File: config.mk
export PLATFORM = sky130hd
export DESIGN_NAME = fft_scheduler
export DESIGN_NICKNAME = d
export VERILOG_FILES = /design/src/rtl/fft_scheduler.sv
export SDC_FILE = /design/constraint.sdc
export NUM_CORES = 1
export LEC_CHECK = 0
export BUFFER_PORTS_ARGS = -buffer_cell sky130_fd_sc_hd__buf_2
export CAP_MARGIN = 20
export CORE_UTILIZATION = 50
export CTS_BUF_LIST = sky130_fd_sc_hd__clkbuf_4 sky130_fd_sc_hd__clkbuf_8
export DETAILED_ROUTE_END_ITERATION = 10
export GPL_ROUTABILITY_DRIVEN = 1
export HOLD_SLACK_MARGIN = 0.02
export PLACE_DENSITY = 0.79
export SLEW_MARGIN = 30
export SYNTH_ARGS = -nofsm -noshare
export SYNTH_HDL_FRONTEND = slang
export SYNTH_SLANG_ARGS = --single-unit
File: constraint.sdc
create_clock -name clk -period 4 [get_ports clk]
set_clock_uncertainty 0.15 [all_clocks]
set_input_delay 0.6 -clock clk [delete_from_list [all_inputs] [get_ports clk]]
set_output_delay 0.6 -clock clk [all_outputs]
set_load 0.05 [all_outputs]
File: src/rtl/fft_scheduler.sv
// Address/twiddle sequencer for an in-place radix-2 DIT FFT with write-back delay line.
// Define FFT_SCHED_CHECK_EN to enable the sticky butterfly latency-mismatch flag (err).
module fft_scheduler #(
    parameter int LOG2N        = 3,
    parameter int BFLY_LATENCY = 1,
    localparam int SW          = $clog2(LOG2N + 1),
    localparam int KW          = LOG2N - 1
) (
    input  logic             clk,
    input  logic             rst,
    input  logic             start,
    input  logic             bfly_valid,
    output logic             bfly_en,
    output logic [LOG2N-1:0] rd_addr_a,
    output logic [LOG2N-1:0] rd_addr_b,
    output logic [KW-1:0]    tw_idx,
    output logic             wr_en,
    output logic [LOG2N-1:0] wr_addr_a,
    output logic [LOG2N-1:0] wr_addr_b,
    output logic [SW-1:0]    stage,
    output logic             busy,
    output logic             done,
    output logic             err
);

    typedef enum logic [1:0] {S_IDLE, S_ISSUE, S_DRAIN, S_DONE} state_t;

    state_t           r_state;
    logic [SW-1:0]    r_stage;
    logic [KW-1:0]    r_k;
    logic [3:0]       r_drain_cnt;
    logic [LOG2N-1:0] r_rd_a;
    logic [LOG2N-1:0] r_rd_b;
    logic [KW-1:0]    r_tw;

    logic             w_bfly_en;
    logic             w_wr_en;
    logic             w_last_k;
    logic             w_last_stage;
    logic [SW-1:0]    w_iss_stage;
    logic [KW-1:0]    w_iss_k;
    logic [LOG2N-1:0] w_iss_a;
    logic [LOG2N-1:0] w_iss_b;
    logic [KW-1:0]    w_iss_tw;

    function automatic logic [LOG2N-1:0] f_mask(input logic [SW-1:0] s);
        return (LOG2N'(1) << s) - LOG2N'(1);
    endfunction

    // grp*2*half + pos == (k with bits >= stage shifted up by one) | low bits of k
    function automatic logic [LOG2N-1:0] f_addr_a(input logic [SW-1:0] s, input logic [KW-1:0] k);
        logic [LOG2N-1:0] k_ext;
        k_ext = {1'b0, k};
        return ((k_ext & ~f_mask(s)) << 1) | (k_ext & f_mask(s));
    endfunction

    function automatic logic [KW-1:0] f_tw(input logic [SW-1:0] s, input logic [KW-1:0] k);
        logic [LOG2N-1:0] pos;
        int               sh;
        pos = {1'b0, k} & f_mask(s);
        sh  = LOG2N - 1 - int'(s);
        return KW'(pos << sh);
    endfunction

    assign w_last_k     = (r_k == {KW{1'b1}});
    assign w_last_stage = (r_stage == SW'(LOG2N - 1));

    // Coordinates of the butterfly that would be issued in the next cycle
    always_comb begin
        w_iss_stage = r_stage;
        w_iss_k     = r_k + 1'b1;
        if (r_state == S_IDLE) begin
            w_iss_stage = '0;
            w_iss_k     = '0;
        end else if (r_state == S_DRAIN) begin
            w_iss_stage = r_stage + 1'b1;
            w_iss_k     = '0;
        end
        w_iss_a  = f_addr_a(w_iss_stage, w_iss_k);
        w_iss_b  = w_iss_a | (LOG2N'(1) << w_iss_stage);
        w_iss_tw = f_tw(w_iss_stage, w_iss_k);
    end

    always_ff @(posedge clk or posedge rst) begin
        if (rst) begin
            r_state     <= S_IDLE;
            r_stage     <= '0;
            r_k         <= '0;
            r_drain_cnt <= '0;
            r_rd_a      <= '0;
            r_rd_b      <= '0;
            r_tw        <= '0;
        end else begin
            case (r_state)
                S_IDLE: begin
                    if (start) begin
                        r_state <= S_ISSUE;
                        r_stage <= w_iss_stage;
                        r_k     <= w_iss_k;
                        r_rd_a  <= w_iss_a;
                        r_rd_b  <= w_iss_b;
                        r_tw    <= w_iss_tw;
                    end
                end
                S_ISSUE: begin
                    if (w_last_k) begin
                        r_state     <= S_DRAIN;
                        r_drain_cnt <= 4'(BFLY_LATENCY - 1);
                        r_rd_a      <= '0;
                        r_rd_b      <= '0;
                        r_tw        <= '0;
                    end else begin
                        r_k    <= w_iss_k;
                        r_rd_a <= w_iss_a;
                        r_rd_b <= w_iss_b;
                        r_tw   <= w_iss_tw;
                    end
                end
                S_DRAIN: begin
                    if (r_drain_cnt == 4'd0) begin
                        if (w_last_stage) begin
                            r_state <= S_DONE;
                        end else begin
                            r_state <= S_ISSUE;
                            r_stage <= w_iss_stage;
                            r_k     <= w_iss_k;
                            r_rd_a  <= w_iss_a;
                            r_rd_b  <= w_iss_b;
                            r_tw    <= w_iss_tw;
                        end
                    end else begin
                        r_drain_cnt <= r_drain_cnt - 1'b1;
                    end
                end
                S_DONE: begin
                    r_state <= S_IDLE;
                    r_stage <= '0;
                end
                default: r_state <= S_IDLE;
            endcase
        end
    end

    assign w_bfly_en = (r_state == S_ISSUE);
    assign bfly_en   = w_bfly_en;
    assign rd_addr_a = r_rd_a;
    assign rd_addr_b = r_rd_b;
    assign tw_idx    = r_tw;
    assign stage     = r_stage;
    assign busy      = (r_state != S_IDLE);
    assign done      = (r_state == S_DONE);

    // Write-back delay line; reset drops any in-flight butterflies
    logic             r_dl_en [BFLY_LATENCY];
    logic [LOG2N-1:0] r_dl_a  [BFLY_LATENCY];
    logic [LOG2N-1:0] r_dl_b  [BFLY_LATENCY];

    always_ff @(posedge clk or posedge rst) begin
        if (rst) begin
            for (int i = 0; i < BFLY_LATENCY; i++) begin
                r_dl_en[i] <= 1'b0;
                r_dl_a[i]  <= '0;
                r_dl_b[i]  <= '0;
            end
        end else begin
            r_dl_en[0] <= w_bfly_en;
            r_dl_a[0]  <= r_rd_a;
            r_dl_b[0]  <= r_rd_b;
            for (int i = 1; i < BFLY_LATENCY; i++) begin
                r_dl_en[i] <= r_dl_en[i-1];
                r_dl_a[i]  <= r_dl_a[i-1];
                r_dl_b[i]  <= r_dl_b[i-1];
            end
        end
    end

    assign w_wr_en   = r_dl_en[BFLY_LATENCY-1];
    assign wr_en     = w_wr_en;
    assign wr_addr_a = r_dl_a[BFLY_LATENCY-1];
    assign wr_addr_b = r_dl_b[BFLY_LATENCY-1];

`ifdef FFT_SCHED_CHECK_EN
    logic r_err;
    logic w_mismatch;

    assign w_mismatch = bfly_valid ^ w_wr_en;

    always_ff @(posedge clk or posedge rst) begin
        if (rst) begin
            r_err <= 1'b0;
        end else if (r_state == S_IDLE && start) begin
            r_err <= 1'b0;
        end else if (w_mismatch) begin
            r_err <= 1'b1;
        end
    end

    // The mismatch is visible in the cycle it happens, then held by r_err
    assign err = ~rst & (r_err | w_mismatch);
`else
    logic w_unused;
    assign w_unused = bfly_valid;
    assign err      = 1'b0;
`endif

endmodule

# After elaboration in Yosys (flattened, before gate mapping)
# Cells that the tools add are included.
dict set report word_totals {
  word_cells 80
  input_bits 4
  regBits 25
  out_inout_bits 21
}
dict set report op_classes {
  bitwise_logic 5
  n_addsub 5
  shift 2
  reduce_logical 11
  eq_ne 11
  muxes 36
}
# op count
set op_table {}
lappend op_table {{$mux W2} 19}
lappend op_table {{$shl A3 B32 Y2} 1}
lappend op_table {{$mux W3} 8}
lappend op_table {{$pmux W2 S3} 3}
lappend op_table {{$pmux W3 S3} 2}
lappend op_table {{$eq A2 B2 Y1 const B} 4}
lappend op_table {{$mux W4} 2}
lappend op_table {{$ne A2 B2 Y1 const B} 4}
lappend op_table {{$pmux W2 S4} 1}
lappend op_table {{$pmux W4 S2} 1}
lappend op_table {{$reduce_and A4 Y1} 2}
lappend op_table {{$or A3 B3 Y3} 2}
lappend op_table {{$reduce_and A3 Y1} 2}
lappend op_table {{$reduce_bool A3 Y1} 2}
lappend op_table {{$reduce_and A5 Y1} 1}
lappend op_table {{$add A2 B1 Y2 const B} 2}
lappend op_table {{$logic_not A4 Y1} 1}
lappend op_table {{$ne A2 B1 Y1 const B} 2}
lappend op_table {{$reduce_bool A2 Y1} 2}
lappend op_table {{$sub A4 B1 Y4 const B} 1}
lappend op_table {{$and A2 B3 Y3} 1}
lappend op_table {{$shl A1 B2 Y3 const A} 1}
lappend op_table {{$sub A2 B2 Y3 const A} 1}
lappend op_table {{$sub A3 B2 Y3 const B} 1}
lappend op_table {{other kinds (4)} 4}

# Longest topological paths before layout
dict set report depth {
  word_depth 12
  ltp_mapped 9
  mapped_depth_nobuf 9
}

# Least setup slack after synthesis
# OpenSTA, ideal clock, no wires.
dict set report synth_path {
  path_type {register to register}
  from {reg r_stage[0], in the netlist stage[0]}
  to {reg r_tw[1], in the netlist tw_idx[1]}
  period_less_slack_ns 2.503
  setup_slack_ns 1.497
  required_ns 3.758
  n_path_buf 0
  arrival_ns 2.261
  setup_time_ns 0.092
  stages_incl_launch_ff 9
  path_cell_list {dfrtp_1 -> inv_1 -> ha_1 -> nand2b_1 -> o21a_1 -> ha_1 -> xnor2_1 -> a31oi_1 -> o31ai_2}
}
dict set report synth_between {
  elab_chain_len 10
  word_cells_on_any_way 16
  cone_classes {add/sub: 3; eq/ne: 2; shift: 2; mux: 7; bitwise: 1; reduce/logical: 1}
}
# element line_no
set synth_rtl {}
lappend synth_rtl {{start: declaration} 29} ;# logic [SW-1:0] r_stage;
lappend synth_rtl {{start signal: assignment} 98} ;# r_stage <= w_iss_stage;
lappend synth_rtl {{start signal: assignment} 125} ;# r_stage <= w_iss_stage;
lappend synth_rtl {{$add A2 B1 Y2} 76} ;# w_iss_stage = r_stage + 1'b1;
lappend synth_rtl {{$mux W2} 75} ;# end else if (r_state == S_DRAIN) begin
lappend synth_rtl {{$mux W2} 72} ;# if (r_state == S_IDLE) begin
lappend synth_rtl {{$shl A1 B2 Y3} 47} ;# return (LOG2N'(1) << s) - LOG2N'(1);
lappend synth_rtl {{$sub A3 B2 Y3} 47}
lappend synth_rtl {{$and A2 B3 Y3} 60} ;# pos = {1'b0, k} & f_mask(s);
lappend synth_rtl {{$shl A3 B32 Y2} 62} ;# return KW'(pos << sh);
lappend synth_rtl {{$mux W2} 121} ;# if (w_last_stage) begin
lappend synth_rtl {{$mux W2} 120} ;# if (r_drain_cnt == 4'd0) begin
lappend synth_rtl {{$pmux W2 S3} 94} ;# case (r_state)
lappend synth_rtl {{end signal: assignment} 102} ;# r_tw <= w_iss_tw;
lappend synth_rtl {{end signal: assignment} 116} ;# r_tw <= w_iss_tw;
lappend synth_rtl {{end signal: assignment} 129} ;# r_tw <= w_iss_tw;
lappend synth_rtl {{end: declaration} 34} ;# logic [KW-1:0] r_tw;
# Several ways; a longest one is shown, not always the timed one. The select of a mux whose other input is x is not followed.
# A chain may end at the register's enable or synchronous reset.

# Worst setup path after layout
dict set report layout_path {
  from {reg r_state[0]}
  to {out bfly_en}
}
dict set report layout_between {
  elab_chain_len 1
}
# element line_no
set layout_rtl {}
lappend layout_rtl {{start: declaration} 28} ;# state_t r_state;
lappend layout_rtl {{start signal: assignment} 86} ;# r_state <= S_IDLE;
lappend layout_rtl {{start signal: assignment} 97} ;# r_state <= S_ISSUE;
lappend layout_rtl {{start signal: assignment} 107} ;# r_state <= S_DRAIN;
lappend layout_rtl {{$eq A2 B1 Y1} 144} ;# assign w_bfly_en = (r_state == S_ISSUE);
lappend layout_rtl {{end: declaration} 13} ;# output logic bfly_en,
# No other way between the ends.

==> results_dict.tcl <==
set metrics [dict create \
    maxSlewHeadroom_pct 62.33 \
    antenna_left 0 \
    die_h_um 53.21 \
    crit_arrival_ns 1.80 \
    fin_crit_ns 2.548 \
    rows 18 \
    synth_simple_gate_area_share_pct 17.37 \
    power_density_nw_per_um2 824.0 \
    die_area_um2 2831 \
    drt-vias-per-instance 5.778 \
    grt_pass1_vias 970 \
    place_congestion 0.8361 \
    grt_overflow_total 0 \
    final_cell_count_no_fill 180 \
    finalMaxSlewViolations 0 \
    clock_tree.buffer_depth 2 \
    status "finished, final reports clean" \
    nets 162 \
    drt_iter0_markers 30 \
    synthArstFlopShare_pct 100.0 \
    syn_area_um2 1311 \
    synthesis.nets 139 \
    tns_ns 0 \
    cts_tree "built" \
    synth_xor_area_share_pct 2.672 \
    cts_setup_buffers 0 \
    synth.most_common_cell "dfrtp_1" \
    wire_per_inst_um 14.62 \
    fmax_mhz 392.5 \
    holdWs_ns 0.1330 \
    drc 0 \
    hold_violations 0 \
    drv_cap 0 \
    grt_pass1_wl_um 4333 \
    slowest_delay_ns 0.68 \
    avgSynthCellArea_um2 10.24 \
    num_antenna_cells 0 \
    synth_top_family_by_area "simple AND/OR/NAND/NOR gates" \
    synth_top_area_share_pct 47.71 \
    via_count 1040 \
    port_buffers 22 \
    yosys_most_used_dff "dfrtp_1" \
    netlist_top_cells_count "25 x dfrtp_1, 16 x nand2_1, 11 x inv_1" \
    root_buffer "clkbuf_4" \
    rsz0062_at_grt "false" \
    period_share_pct 63.70 \
    drive_gt1_share_pct 22.67 \
    area_growth_pct 11.93 \
    synth_compound_area_share_pct 17.08 \
    synth.mux.area_fraction_pct 3.435 \
    cts_hold_buf 0 \
    synth_warnings 0 \
    worst-path-max-fanout 17 \
    cp-start-kind "register" \
    grt_max_degree 26 \
    cts_resized 0 \
    dp_cells 176 \
    ys_top_cells_by_area "dfrtp_1 48%, ha_1 6.7%, nand2_1 4.6%" \
    worstSetupPathType "register to output port" \
    synth_cell_type_count 40 \
    cellLeakagePower_nw 0.7261 \
    cp-end-kind "output port" \
    start_util_pct 52.93 \
    hpwl_um 1864 \
    antenna_found_initial 0 \
    slowest_stage "dfrtp_1" \
    track_usage_pct 21.60 \
    setup_viol 0 \
    cts-htree-levels 1 \
    clock_latency_ns 0.32 \
    irDropWorstVdd_uv 459.6 \
    synth_edf_count 0 \
    die_w_um 53.21 \
    hp-class "input port to async pin" \
    ys_seq_area_share_pct 47.71 \
    worst_slew_pin_slew_ns 0.5639 \
    cp.required_ns 3.25 \
    path_clk_slew_ns 0.13 \
    io_pins 25 \
    cts_buffers 3 \
    cts.sinks 25 \
    critical_path.cell_chain "nor2b_1 > buf_2" \
    firstDrtPassIters 4 \
    wl_um 2631 \
    core_area_um2 2477 \
    yosysTopAreaCell "dfrtp_1" \
    synthCells 128 \
    synth_seq_cells 25 \
    synth_fa_ha_area_share_pct 6.679 \
]
## placed cells by master (no fill, tap or decap), types with 3 or more instances in the layout
cell / instances
dfrtp_1: 25
buf_2: 22
nand2_1: 16
inv_1: 10
o21ai_0: 7
ha_1: 7
a21oi_1: 5
nand2b_1: 5
nor2_1: 5
clkbuf_4: 4
nor3_1: 3
nand3_1: 3
mux2i_1: 3
o22ai_1: 3
## where the power goes
group / internal [W] / switching (W) / leakage, nW / total [W]
clock network: 0.0000459 / 0.0000748 / 0.0184 / 0.000121
logic: 0.000201 / 0.000487 / 0.383 / 0.000688
registers: 0.000327 / 0.0000736 / 0.325 / 0.000400
## registers in the layout (all words and copies together) (netlist names), 3 cells and up
signal / count
r_drain_cnt: 4
rd_addr_a: 3
rd_addr_b: 3
wr_addr_a: 3
wr_addr_b: 3
## cell type report
type | instances | area, um^2
Clock buffer | 4 | 30.03
Tap cell | 30 | 37.54
Inverter | 11 | 41.29
Multi-Input combinational cell | 88 | 623.1
Timing Repair Buffer | 22 | 110.1
Sequential cell | 25 | 625.6
Fill cell | 215 | 1010
## routing by layer
metal	global-route usage (%)	part of all wire [%]	wire length, um
met3	3.448	5.8	153
met4	8.333	1.4	38
met2	35.21	50	1310
met5	0	0	0
met1	28.29	43	1128
## logic make-up (layout without fill, tap and decap cells)
family                     Yosys count  after routing
buffers and inverters               15             37
xor gates and xnor gates             4              4
other                                1              1
AOI/OAI and AO/OA                   30             30
muxes                                4              4
adders and majority gates            7              7
and+or+nand+nor                     42             42
DFF                                 25             25
## through the flow
step	power, W	setup WS (ns)	utilization (%)	instance area, um^2
after floorplan	0.0009436	1.497	-	1311
after global placement	0.001074	1.553	58.03	1438
after detailed placement	0.001091	1.546	58.03	1438
after CTS	0.001211	1.495	59.24	1468
after global routing	0.001286	1.280	59.24	1468
final	0.001209	1.452	59.24	1468
## path summary, 6_finish.rpt
| path | cells past startpoint | end | slack (ns) | start |
|---|---|---|---|---|
| max | 2 | bfly_en | 1.45 | r_state[0] |
| min | 2 | wr_addr_b[1] | 0.13 | rst |
| max reg2reg | 6 | tw_idx[1] | 1.49 | r_state[1] |
| min reg2reg | 0 | wr_addr_b[0] | 0.26 | rd_addr_b[0] |
| max in group asynchronous | 2 | rd_addr_a[2] | 3.23 | rst |
| min in group clk | 0 | wr_addr_b[0] | 0.26 | rd_addr_b[0] |
## worst max-delay path, delay by kind of cell, from the launching register on
| family | cells | cell delay (ns) |
|---|---|---|
| buffers and inverters | 1 | 0.35 |
| flip-flops | 1 | 0.68 |
| AND/OR/NAND/NOR | 1 | 0.45 |
Note: power is estimated with default switching activity, not from simulation.
